[src/rtl/xif_mac_coproc.sv]
// CV-X-IF coprocessor: custom-0 MAC/RDH/CLR on a private 64-bit accumulator.
// Ports: compressed (never accepts), issue (decode/accept), commit (kill/commit
// by id), result (rd writeback). One instruction in flight, 32-cycle shift-add.
module xif_mac_coproc #(
    parameter int unsigned X_NUM_RS    = 2,
    parameter int unsigned X_ID_WIDTH  = 4,
    parameter int unsigned X_RFR_WIDTH = 32,
    parameter logic [6:0]  OPCODE      = 7'h0B
) (
    input  logic                            clk_i,
    input  logic                            rst_ni,
    input  logic                            compressed_valid_i,
    output logic                            compressed_ready_o,
    output logic [31:0]                     compressed_resp_instr_o,
    output logic                            compressed_resp_accept_o,
    input  logic                            issue_valid_i,
    output logic                            issue_ready_o,
    input  logic [31:0]                     issue_req_instr_i,
    input  logic [X_ID_WIDTH-1:0]           issue_req_id_i,
    input  logic [X_NUM_RS*X_RFR_WIDTH-1:0] issue_req_rs_i,
    input  logic [X_NUM_RS-1:0]             issue_req_rs_valid_i,
    output logic                            issue_resp_accept_o,
    output logic                            issue_resp_writeback_o,
    output logic                            issue_resp_dualwrite_o,
    output logic [2:0]                      issue_resp_dualread_o,
    output logic                            issue_resp_loadstore_o,
    output logic                            issue_resp_ecswrite_o,
    output logic                            issue_resp_exc_o,
    input  logic                            commit_valid_i,
    input  logic [X_ID_WIDTH-1:0]           commit_id_i,
    input  logic                            commit_kill_i,
    output logic                            result_valid_o,
    input  logic                            result_ready_i,
    output logic [X_ID_WIDTH-1:0]           result_id_o,
    output logic [31:0]                     result_data_o,
    output logic [4:0]                      result_rd_o,
    output logic                            result_we_o,
    output logic [5:0]                      result_ecsdata_o,
    output logic [2:0]                      result_ecswe_o,
    output logic                            result_exc_o,
    output logic [5:0]                      result_exccode_o,
    output logic                            result_err_o,
    output logic                            result_dbg_o
);

    typedef enum logic [1:0] {
        IDLE,
        BUSY,
        WAIT_COMMIT,
        RESULT
    } state_e;

    localparam logic [1:0] OP_MAC = 2'd0;
    localparam logic [1:0] OP_RDH = 2'd1;

    state_e                  state_q, state_d;
    logic [63:0]             acc_q, acc_d;
    logic [63:0]             prod_q, prod_d;
    logic [X_ID_WIDTH-1:0]   id_q, id_d;
    logic [4:0]              rd_q, rd_d;
    logic [1:0]              op_q, op_d;
    logic [31:0]             rs1_q, rs1_d;
    logic [31:0]             rs2_q, rs2_d;
    logic [5:0]              cnt_q, cnt_d;
    logic                    committed_q, committed_d;
    logic [31:0]             data_q, data_d;

    logic [2:0]              funct3;
    logic                    is_ours;
    logic                    is_mac;
    logic                    rs_ok;
    logic                    idle;
    logic                    hs;
    logic                    acc_hs;
    logic [X_ID_WIDTH-1:0]   cmt_id;
    logic                    cmt_hit;
    logic                    cmt_ok;
    logic                    cmt_kill;
    logic [63:0]             addend;
    logic [63:0]             prod_step;
    logic [63:0]             prod_fin;
    logic                    finish;
    logic                    unused_sig;

    assign unused_sig = ^{compressed_valid_i, issue_req_instr_i[24:15]};

    assign funct3  = issue_req_instr_i[14:12];
    assign is_ours = (issue_req_instr_i[6:0] == OPCODE)
                  && (issue_req_instr_i[31:25] == 7'd0)
                  && (funct3 inside {3'b000, 3'b001, 3'b010});
    assign is_mac  = is_ours && (funct3 == 3'b000);
    assign rs_ok   = (issue_req_rs_valid_i[1:0] == 2'b11);
    assign idle    = (state_q == IDLE);

    // A MAC offer holds off the handshake until both operands are valid.
    assign issue_ready_o = idle && !(issue_valid_i && is_mac && !rs_ok);
    assign hs            = issue_valid_i && issue_ready_o;
    assign acc_hs        = hs && is_ours;

    // In the handshake cycle the commit matches against the offered id.
    assign cmt_id   = idle ? issue_req_id_i : id_q;
    assign cmt_hit  = commit_valid_i && (commit_id_i == cmt_id)
                   && (acc_hs || state_q == BUSY || state_q == WAIT_COMMIT);
    assign cmt_ok   = cmt_hit && !commit_kill_i;
    assign cmt_kill = cmt_hit && commit_kill_i;

    assign addend    = rs2_q[cnt_q[4:0]] ? ({32'd0, rs1_q} << cnt_q[4:0])
                                         : 64'd0;
    assign prod_step = prod_q + addend;
    assign prod_fin  = (state_q == BUSY) ? prod_step : prod_q;

    always_comb begin
        state_d     = state_q;
        acc_d       = acc_q;
        prod_d      = prod_q;
        id_d        = id_q;
        rd_d        = rd_q;
        op_d        = op_q;
        rs1_d       = rs1_q;
        rs2_d       = rs2_q;
        cnt_d       = cnt_q;
        committed_d = committed_q;
        data_d      = data_q;
        finish      = 1'b0;

        unique case (state_q)
            IDLE: begin
                if (acc_hs) begin
                    id_d        = issue_req_id_i;
                    rd_d        = issue_req_instr_i[11:7];
                    op_d        = funct3[1:0];
                    rs1_d       = issue_req_rs_i[31:0];
                    rs2_d       = issue_req_rs_i[63:32];
                    cnt_d       = 6'd0;
                    prod_d      = 64'd0;
                    committed_d = cmt_ok;
                    if (!cmt_kill) begin
                        state_d = is_mac ? BUSY : WAIT_COMMIT;
                    end
                end
            end
            BUSY: begin
                prod_d = prod_step;
                cnt_d  = cnt_q + 6'd1;
                if (cmt_ok) begin
                    committed_d = 1'b1;
                end
                if (cmt_kill) begin
                    state_d = IDLE;
                end else if (cnt_q == 6'd31) begin
                    if (committed_q || cmt_ok) begin
                        finish = 1'b1;
                    end else begin
                        state_d = WAIT_COMMIT;
                    end
                end
            end
            WAIT_COMMIT: begin
                if (cmt_kill) begin
                    state_d = IDLE;
                end else if (committed_q || cmt_ok) begin
                    finish = 1'b1;
                end
            end
            RESULT: begin
                if (result_ready_i) begin
                    state_d     = IDLE;
                    committed_d = 1'b0;
                end
            end
            default: state_d = IDLE;
        endcase

        // The accumulator only changes on the edge that enters RESULT.
        if (finish) begin
            state_d = RESULT;
            if (op_q == OP_MAC) begin
                acc_d  = acc_q + prod_fin;
                data_d = acc_d[31:0];
            end else if (op_q == OP_RDH) begin
                data_d = acc_q[63:32];
            end else begin
                acc_d  = 64'd0;
                data_d = 32'd0;
            end
        end
    end

    always_ff @(posedge clk_i or negedge rst_ni) begin
        if (!rst_ni) begin
            state_q     <= IDLE;
            acc_q       <= 64'd0;
            prod_q      <= 64'd0;
            id_q        <= '0;
            rd_q        <= 5'd0;
            op_q        <= 2'd0;
            rs1_q       <= 32'd0;
            rs2_q       <= 32'd0;
            cnt_q       <= 6'd0;
            committed_q <= 1'b0;
            data_q      <= 32'd0;
        end else begin
            state_q     <= state_d;
            acc_q       <= acc_d;
            prod_q      <= prod_d;
            id_q        <= id_d;
            rd_q        <= rd_d;
            op_q        <= op_d;
            rs1_q       <= rs1_d;
            rs2_q       <= rs2_d;
            cnt_q       <= cnt_d;
            committed_q <= committed_d;
            data_q      <= data_d;
        end
    end

    assign compressed_ready_o       = 1'b1;
    assign compressed_resp_instr_o  = 32'd0;
    assign compressed_resp_accept_o = 1'b0;

    assign issue_resp_accept_o    = acc_hs;
    assign issue_resp_writeback_o = acc_hs;
    assign issue_resp_dualwrite_o = 1'b0;
    assign issue_resp_dualread_o  = 3'd0;
    assign issue_resp_loadstore_o = 1'b0;
    assign issue_resp_ecswrite_o  = 1'b0;
    assign issue_resp_exc_o       = 1'b0;

    assign result_valid_o   = (state_q == RESULT);
    assign result_we_o      = (state_q == RESULT);
    assign result_id_o      = id_q;
    assign result_rd_o      = rd_q;
    assign result_data_o    = data_q;
    assign result_ecsdata_o = 6'd0;
    assign result_ecswe_o   = 3'd0;
    assign result_exc_o     = 1'b0;
    assign result_exccode_o = 6'd0;
    assign result_err_o     = 1'b0;
    assign result_dbg_o     = 1'b0;

endmodule

[config.mk]
export PLATFORM = sky130hd
export DESIGN_NAME = xif_mac_coproc
export DESIGN_NICKNAME = d
export VERILOG_FILES = /design/src/rtl/xif_mac_coproc.sv
export SDC_FILE = /design/constraint.sdc
export NUM_CORES = 1
export LEC_CHECK = 0
export BUFFER_PORTS_ARGS = -buffer_cell sky130_fd_sc_hd__buf_4
export CORE_MARGIN = 2
export CORE_UTILIZATION = 45
export DETAILED_ROUTE_END_ITERATION = 7
export GPL_TIMING_DRIVEN = 0
export PLACE_DENSITY = 0.72
export REMOVE_ABC_BUFFERS = 1
export SLEW_MARGIN = 10
export SYNTH_ARGS = -nofsm -noshare
export SYNTH_HDL_FRONTEND = slang
export SYNTH_SLANG_ARGS = --single-unit
[constraint.sdc]
create_clock -name clk_i -period 9.1 [get_ports clk_i]
set_input_delay 0.455 -clock clk_i [delete_from_list [all_inputs] [get_ports clk_i]]
set_output_delay 0.455 -clock clk_i [all_outputs]
set_load 0.1 [all_outputs]
Yosys cells after proc, flatten, opt, wreduce, memory -nomap -nowiden --
Index checks and enable logic that the tools add are counted.
Storage, ports and cells: output and inout port bits 105, flip-flop bits (word level) 244, bits of input ports 113, word-level logic and storage cells 98
Cells by class: shifts and indexed selects 1, $add $sub $neg 3, magnitude comparators 1, reduce and logical (&&, ||, !) cells 30, mux-type cells 32, equal/unequal tests 20
Operators with widths (number):
- 2-to-1 mux 64 bit | 5
- adder 64 bit | 2
- case mux 64 bit (2 select lines) | 1
- 2-to-1 mux 32 bit | 2
- left shift 32 x 5 -> 64 bit | 1
- 2-to-1 mux 2 bit | 9
- logical AND 1 bit | 12
- case mux 6 bit (2 select lines) | 1
- 2-to-1 mux 1 bit | 8
- case mux 2 bit (4 select lines) | 1
- equality test 7 x 4 -> 1 bit, second input constant | 1
- logical NOT 7 bit | 1
- adder 6 x 1 -> 6 bit, second input constant | 1
- equality test 2 bit, second input constant | 3
- equality test 6 x 5 -> 1 bit, second input constant | 1
- < comparator 5 x 6 -> 1 bit, second input constant | 1
- 2-to-1 mux 6 bit | 1
- inequality test 3 x 1 -> 1 bit, second input constant | 2
- AND reduction 2 bit | 3
- AND reduction 6 bit | 1
- nonzero test 3 bit | 2
- binary-select mux 1 bit (select 5 bit) | 1
- equality test 2 x 1 -> 1 bit, second input constant | 2
- equality test 4 bit | 1
- other kinds (17) | 24

Longest topological paths before layout --
Gate-level depths: netlist of run 1.
word-level depth 21, depth in mapped cells 37, gate-level depth less buffers 33

Least setup slack after synthesis of run 1 --
No wires, ideal clock.
path kind flip-flop to flip-flop, start register cnt_q[0], end register acc_q[63], slack 1686 ps, buffers on the path 4, arrival 7293 ps, cell stages (with the launch flop) 37, required time 8979 ps, clock period less this slack 7414 ps, library setup time 121 ps, cells stage by stage dfrtp_1 -> buf_2 -> mux4_2 -> mux4_2 -> nand2b_1 -> clkbuf_1 -> or2_2 -> clkbuf_1 -> nor2_1 -> and2_1 -> ha_1 -> inv_1 -> fa_1 -> nor2b_1 -> o21a_1 -> o21ai_2 -> a21oi_2 -> a221o_1 -> a41o_4 -> a311oi_4 -> o31ai_1 -> xor2_1 -> nand2_1 -> o21ai_0 -> ha_1 -> clkbuf_1 -> a21o_1 -> a21o_1 -> a221oi_1 -> o21ai_0 -> o21a_1 -> or3_1 -> o221ai_1 -> a21oi_1 -> xnor3_1 -> o21bai_1 -> a22o_1
Between the ends: word-level cells in the longest chain between the ends 7, elaborated cells on any way between the ends 13, those cells by class add/sub (2); eq/ne (1); shift (1); mux (8); reduce/logical (1)
Ends and longest elaborated chain:
- from (decl) | line 64 | logic [5:0] cnt_q, cnt_d;
- from (signal assigned) | line 211 | cnt_q <= cnt_d;
- binary-select mux 1 bit (select 5 bit) | line 107 | assign addend = rs2_q[cnt_q[4:0]] ? ({32'd0, rs1_q} << cnt_q[4:0])
- 2-to-1 mux 1 bit (implied by the code) | line 107
- 2-to-1 mux 64 bit | line 107
- adder 64 bit | line 109 | assign prod_step = prod_q + addend;
- 2-to-1 mux 64 bit | line 110 | assign prod_fin = (state_q == BUSY) ? prod_step : prod_q;
- adder 64 bit | line 178 | acc_d = acc_q + prod_fin;
- 2-to-1 mux 64 bit | line 177 | if (op_q == OP_MAC) begin
- to (signal assigned) | line 192 | acc_q <= 64'd0;
- to (signal assigned) | line 204 | acc_q <= acc_d;
- to (decl) | line 57 | logic [63:0] acc_q, acc_d;
Parallel ways exist; a longest one is shown, timed or not. The select of a mux whose other input is x is not followed. A chain may end at the register's enable or synchronous reset.

Worst setup path after layout of run 1 --
start register cnt_q[2], end register acc_q[63]
Same word-level chain as after synthesis.

==> flow_metrics.env, run 1 <==
export IMPL_cts_tree="done"
export IMPL_hold_viol_final=0
export IMPL_placed_cell_area_um2=22000
export IMPL_drive_above_1_share=0.120
export IMPL_synth_top_area_share=0.296
export IMPL_clk_latency_ns=0.59
export IMPL_fin_cells=3290
export IMPL_io_buffers=147
export IMPL_outcome="completed"
export IMPL_grt_max_degree=99
export IMPL_rsz0062_at_grt="no"
export IMPL_netlist_area_um2=20600
export IMPL_path_clk_slew_ns=0.06
export IMPL_power_density_nw_per_um2=327
export IMPL_syn_to_final_growth_pct=11.5
export IMPL_clock_skew_ns=0.0375
export IMPL_globalRouteOverflowTotal=0
export IMPL_fp_dieW_um=218
export IMPL_dp_slack_ns=-0.592
export IMPL_setup_slack_ns=0.589
export IMPL_synth_area_leaders="dfrtp_1, nand2_1, ha_1"
export IMPL_grt_pass1_wl_um=96500
export IMPL_tns_ns=0
export IMPL_worstHoldPathType="primary input to flop"
export IMPL_cts_buffer_depth=3
export IMPL_fp_dieH_um=218
export IMPL_drt_initial_drc_count=1483
export IMPL_synth_warnings=0
export IMPL_synth_edf_count=0
export IMPL_netlist_instances=2637
export IMPL_critPathMaxFanout=42
export IMPL_drc_errors=0
export IMPL_timing_fmax_ghz=0.117
export IMPL_antenna_found_initial=0
export IMPL_slew_viol_final=0
export IMPL_core_area_um2=45300
export IMPL_critPathKind="flop to flop"
export IMPL_worst_slew_pin_slew_ns=0.898
export IMPL_nets=2922
export IMPL_stdcell_area_um2=23000
export IMPL_arrival_ns=8.99
export IMPL_seq_area_frac_synth=0.296
export IMPL_routed_wl_um=60700
export IMPL_cp_slowest_cell="dfrtp_4"
export IMPL_finalPower_mw=7.53
export IMPL_fin_util=0.508
export IMPL_maxCapViolCount=0
export IMPL_track_usage=0.253
export IMPL_dp_cells=3234
export IMPL_synth_top_area_cell="dfrtp_1"
export IMPL_ios=218
export IMPL_vias_per_cell=5.66
export IMPL_timing_final_crit_share=0.935
export IMPL_synth_async_sr_flop_share=1.00
export IMPL_vdd_drop_max_uv=304
export IMPL_cts_sinks=244
export IMPL_vias=18600
export IMPL_setup_viol=0
export IMPL_synthFlopType="dfrtp_1"
export IMPL_power_leakage_nw=11.1
export IMPL_grt_pass1_vias=18000
export IMPL_synth_area_per_cell_um2=7.83
export IMPL_ys_types=87
export IMPL_path_common_cell="a21oi_1"
export IMPL_fin_crit_ns=8.51
export IMPL_start_util=0.456
export IMPL_nFillCells=4356
export IMPL_root_buffer="clkbuf_16"
export IMPL_slew_headroom=0.395
export IMPL_end_kind="flop"
export IMPL_slowest_delay_ns=0.77
export IMPL_dpl_hpwl_um=47400
export IMPL_ant_nets=0
export IMPL_holdWs_ns=0.0782
export IMPL_crit_required_ns=9.58
export IMPL_rows=78
export IMPL_cts_buffers=30
export IMPL_diodes=0
export IMPL_cts_htree_levels=1
export IMPL_avgRoutedWirePerCell_um=18.5
export IMPL_globalplace_congestion=0.927
export IMPL_ys_seq_elements=244
export IMPL_critPathLaunchType="flop"
export IMPL_die_area_um2=47600
export IMPL_drt_pass1_iterations=5
==> synthesized netlist by cell type, drive strengths merged (4+ instances only) <==
library cell	count
a21boi	10
a31oi	19
mux4	29
nor4	11
a221oi	6
o31ai	31
clkbuf	133
dfrtp	244
xnor2	64
nand2b	14
a22oi	23
a22o	11
a211oi	12
ha	140
and3	13
nor2	156
xor2	52
o211ai	14
or3	5
nand2	571
mux2i	41
nor2b	24
mux2	41
a311oi	5
o21bai	26
and2	11
o21ai	276
nand3	29
nand4	38
a211o	4
a31o	4
nor3	25
buf	84
o22a	4
or2	9
a21oi	188
o21a	23
inv	115
a21o	76
==> state kept, by name, summed over array words and instances, names as in the netlist, 4 cells and up <==
name	cells
rs1_q	32
cnt_q	6
prod_q	64
acc_q	64
result_id_o	4
rs2_q	32
result_rd_o	5
result_data_o	32
==> critical path: cells and delay by family (launching register included) <==
| kind | cells | cell delay (ns) |
|---|---|---|
| multiplexers | 2 | 0.85 |
| XOR/XNOR | 1 | 0.24 |
| buffers and inverters | 2 | 0.48 |
| flip-flops | 1 | 0.77 |
| adder cells (fa/ha/maj) | 3 | 1.10 |
| AO/OA/AOI/OAI | 16 | 3.41 |
| AND/OR/NAND/NOR | 8 | 1.57 |
==> area by class of cell <==
| cell class | instances | area (um^2) | share of cell area |
|---|---|---|---|
| tap | 600 | 751 | 0.0326 |
| multi-input combinational | 2115 | 13300 | 0.579 |
| timing repair buffer | 159 | 1390 | 0.0606 |
| clock inverter | 12 | 141 | 0.00615 |
| inverter | 117 | 440 | 0.0192 |
| clock buffer | 43 | 850 | 0.0369 |
| sequential | 244 | 6120 | 0.266 |
==> repair_timing <==
item | 4_1_cts | 5_1_grt
hold buffers | 1 | 0
endpoints found under the hold margin | 52 | 0
resized for setup | 2 | 7
gates cloned | 0 | 0
endpoints found under the setup margin | 12 | 12
setup buffers | 0 | 0
==> per-layer routing <==
metal | GRT usage | vias to the layer above | wire (um)
li1 | - | 9177 | -
met1 | 0.351 | 8833 | 27900
met2 | 0.422 | 534 | 28100
met3 | 0.0246 | 90 | 3010
met4 | 0.0673 | 0 | 1710
met5 | 0 | - | 0
==> logic make-up (layout without fill, tap and decap cells) <==
family,after synthesis,count (layout),synth area share
AND/OR/NAND/NOR,919,919,0.189
flip-flops,244,244,0.296
buffers and inverters,335,331,0.0738
XOR/XNOR,117,117,0.0503
other,2,59,0.000364
AO/OA/AOI/OAI,767,767,0.230
adder cells (fa/ha/maj),142,142,0.0868
multiplexers,111,111,0.0741
==> placed cells by master, fill, tap and decap left out, types with 12 or more instances in the layout <==
cell	count
o211ai_1	14
xor2_1	52
buf_4	146
o21ai_0	269
nor2_1	154
clkbuf_16	30
a22oi_1	23
xnor2_1	64
o21a_1	23
nand4_1	38
nand2_1	570
a21oi_1	187
nor3_1	25
nand3_1	27
nand2b_1	14
a21o_1	76
mux2_2	40
mux2i_1	41
inv_1	115
a31oi_1	19
dfrtp_1	239
ha_1	139
o21bai_1	26
nor2b_1	23
a211oi_1	12
mux4_2	29
o31ai_1	29
conb_1	59
==> power breakdown <==
part	total [mW]	internal, mW	switching [mW]
Combinational	4.53	1.55	2.98
Sequential	1.79	1.42	0.377
Clock	1.21	0.706	0.500
==> worst paths after layout <==
check,depth (start not counted),slack [ns],endpoint,start
worst max-delay path,32,0.59,acc_q[63],cnt_q[2]
worst max register to register,32,0.59,acc_q[63],cnt_q[2]
worst min register to register,2,0.46,rs2_q[5],rs2_q[5]
worst min-delay path,3,0.08,rs2_q[4],issue_req_rs_i[36]
min in group asynchronous,2,0.41,rs2_q[19],rst_ni
max in group asynchronous,3,7.79,cnt_q[2],rst_ni
Power figures use the tool's default switching activity.
==> run 2: changes to the inputs <==
Settings changed: ABC_AREA set to 1, PLACE_DENSITY 0.72 to 0.71.
==> flow_metrics.env, run 2 <==
export IMPL_core_area_um2=49100
export IMPL_final_common_cell="nand2_1"
export IMPL_ios=218
export IMPL_synthMuxAreaShare=0.00446
export IMPL_cts_sinks=244
export IMPL_antenna_found_initial=0
export IMPL_ys_seq_elements=244
export IMPL_synth_edf_count=0
export IMPL_avgRoutedWirePerCell_um=17.9
export IMPL_critPathLaunchType="flop"
export IMPL_dpl_hpwl_um=63400
export IMPL_worst_slew_pin_slew_ns=1.11
export IMPL_path_buf_inv=1
export IMPL_slew_viol_final=0
export IMPL_power_leakage_nw=12.8
export IMPL_yosys_area_share_simple=0.339
export IMPL_power_density_nw_per_um2=235
export IMPL_synth_top_area_cell="dfrtp_1"
export IMPL_ys_top_cells_by_count="nand2_1, nor2_1, o21ai_0"
export IMPL_vias=23900
export IMPL_crit_required_ns=9.61
export IMPL_synth_area_leaders="dfrtp_1, nand2_1, o21ai_0"
export IMPL_drc_errors=0
export IMPL_drt_initial_drc_count=2326
export IMPL_vias_per_cell=5.41
export IMPL_globalplace_congestion=1.00
export IMPL_critPathKind="flop to flop"
export IMPL_outcome="completed"
export IMPL_grt_max_degree=102
export IMPL_synth_xor_area_frac=0.00547
export IMPL_synthAdderAreaFrac=0.0799
export IMPL_arrival_ns=8.78
export IMPL_clock_skew_ns=0.0226
export IMPL_vdd_drop_max_uv=164
export IMPL_reg_largest_list="acc_q: 64 flops, prod_q: 64 flops"
export IMPL_grt_pass1_wl_um=121000
export IMPL_diodes=0
export IMPL_die_area_um2=51700
export IMPL_ant_nets=0
export IMPL_slowest_delay_ns=1.04
export IMPL_layout_common_cells="nand2_1, nor2_1, o21ai_0"
export IMPL_cp_slowest_cell="clkinvlp_2"
export IMPL_end_kind="flop"
export IMPL_path_common_cell="o21ai_0"
export IMPL_fp_dieW_um=227
export IMPL_cts_htree_levels=1
export IMPL_critPathMaxFanout=49
export IMPL_root_buffer="clkbuf_16"
export IMPL_rows=81
export IMPL_synth_compound_area_frac=0.191
export IMPL_setup_viol=0
export IMPL_drt_pass1_iterations=5
export IMPL_yosys_cell_count_top_type="nand2_1"
export IMPL_netlist_instances=3655
export IMPL_drive_above_1_share=0.0694
export IMPL_clk_latency_ns=0.61
export IMPL_worstHoldPathType="primary input to flop"
export IMPL_netlist_area_um2=22400
export IMPL_track_usage=0.302
export IMPL_cts_buffers=30
export IMPL_nets=3982
export IMPL_tns_ns=0
export IMPL_cp_top_family="compound AO/OA/AOI/OAI gates"
export IMPL_dp_slack_ns=0.566
export IMPL_postCtsSetupBuffers=0
export IMPL_holdWs_ns=0.0460
export IMPL_synth_area_per_cell_um2=6.14
export IMPL_timing_final_crit_share=0.908
export IMPL_maxCapViolCount=0
export IMPL_setup_slack_ns=0.835
export IMPL_ys_types=52
export IMPL_rsz0062_at_grt="no"
export IMPL_grt_pass1_vias=21200
export IMPL_cts_tree="done"
export IMPL_synth_async_sr_flop_share=1.00
export IMPL_cts_buffer_depth=3
export IMPL_start_util=0.457
export IMPL_slew_headroom=0.250
export IMPL_fp_dieH_um=227
export IMPL_synth_top_area_share=0.272
export IMPL_seq_area_frac_synth=0.272
export IMPL_globalRouteOverflowTotal=0
export IMPL_synthFlopType="dfrtp_1"
export IMPL_path_clk_slew_ns=0.06
export IMPL_timing_fmax_ghz=0.121
export IMPL_synth_warnings=0
export IMPL_dp_cells=4356
export IMPL_synth_top_family_by_area="simple AND/OR/NAND/NOR gates"
export IMPL_routed_wl_um=79000
export IMPL_io_buffers=147
export IMPL_hold_viol_final=0
export IMPL_fin_cells=4413
export IMPL_syn_to_final_growth_pct=11.5
export IMPL_fin_crit_ns=8.26
[run 2: cell count changes after synthesis, moves of 71 or more]
cell | before | now
nand2_1 | 571 | 1157
nor2_1 | 155 | 426
inv_1 | 115 | 381
nand3_1 | 29 | 179
o21ai_0 | 270 | 384
a21oi_1 | 187 | 258
[run 2: where the power goes]
group	switching (mW)	leakage [nW]	internal, mW
Clock	0.527	0.506	0.760
Combinational	2.28	9.18	0.829
Sequential	0.188	3.16	1.29
Total	2.99	12.8	2.88
[run 2: metrics by stage]
step / total power [mW] / area [um^2] / utilization
3_3_place_gp: 4.52 / 23600 / 0.482
2_1_floorplan: 3.68 / 21700 / -
3_5_place_dp: 4.57 / 23900 / 0.488
6_report: 5.87 / 25000 / 0.510
4_1_cts: 5.88 / 25000 / 0.510
5_1_grt: 6.26 / 25000 / 0.510
[run 2: worst paths after layout]
check | start | end | slack (ns) | cells after the start
worst min register to register | rs2_q[12] | rs2_q[12] | 0.48 | 2
worst max register to register | cnt_q[1] | acc_q[58] | 0.84 | 26
min in group asynchronous | rst_ni | result_data_o[31] | 0.33 | 2
worst min-delay path | issue_req_rs_i[47] | rs2_q[15] | 0.05 | 3
max in group asynchronous | rst_ni | cnt_q[3] | 7.86 | 3
worst max-delay path | cnt_q[1] | acc_q[58] | 0.84 | 26
[run 2: tightest hold or removal path: cells and delay by family]
kind | cells | cell delay [ns]
buffers and inverters | 1 | 0.08
and+or+nand+nor | 2 | 0.08
[run 2: area by class of cell]
cell class                      instances  area, um^2
Fill cell                            5219       24000
Multi-Input combinational cell       2900       14200
Sequential cell                       244        6110
Inverter                              390        1480
Timing Repair Buffer                  159        1380
Clock buffer                           40         880
Tap cell                              664         831
Clock inverter                         14         166
Timing Repair inverter                  2        10.0
[run 2: logic make-up after synthesis]
kind of cell / count (synthesis)
muxes: 10
xor gates and xnor gates: 14
AOI/OAI and AO/OA: 795
buffers and inverters: 568
and+or+nand+nor: 1880
other: 2
DFF: 244
adders and majority gates: 142
[run 2: what timing repair did]
item,4_1_cts,5_1_grt
resized for setup,0,3
endpoints found under the setup margin,0,44
hold buffers,1,0
hold endpoints to repair,47,0
[run 2: routing by layer]
metal	GRT usage	share of wire	wire length, um
met4	0.0940	0.034	2660
met3	0.0573	0.084	6640
met1	0.438	0.46	36200
met2	0.452	0.42	33400
met5	0	0	0
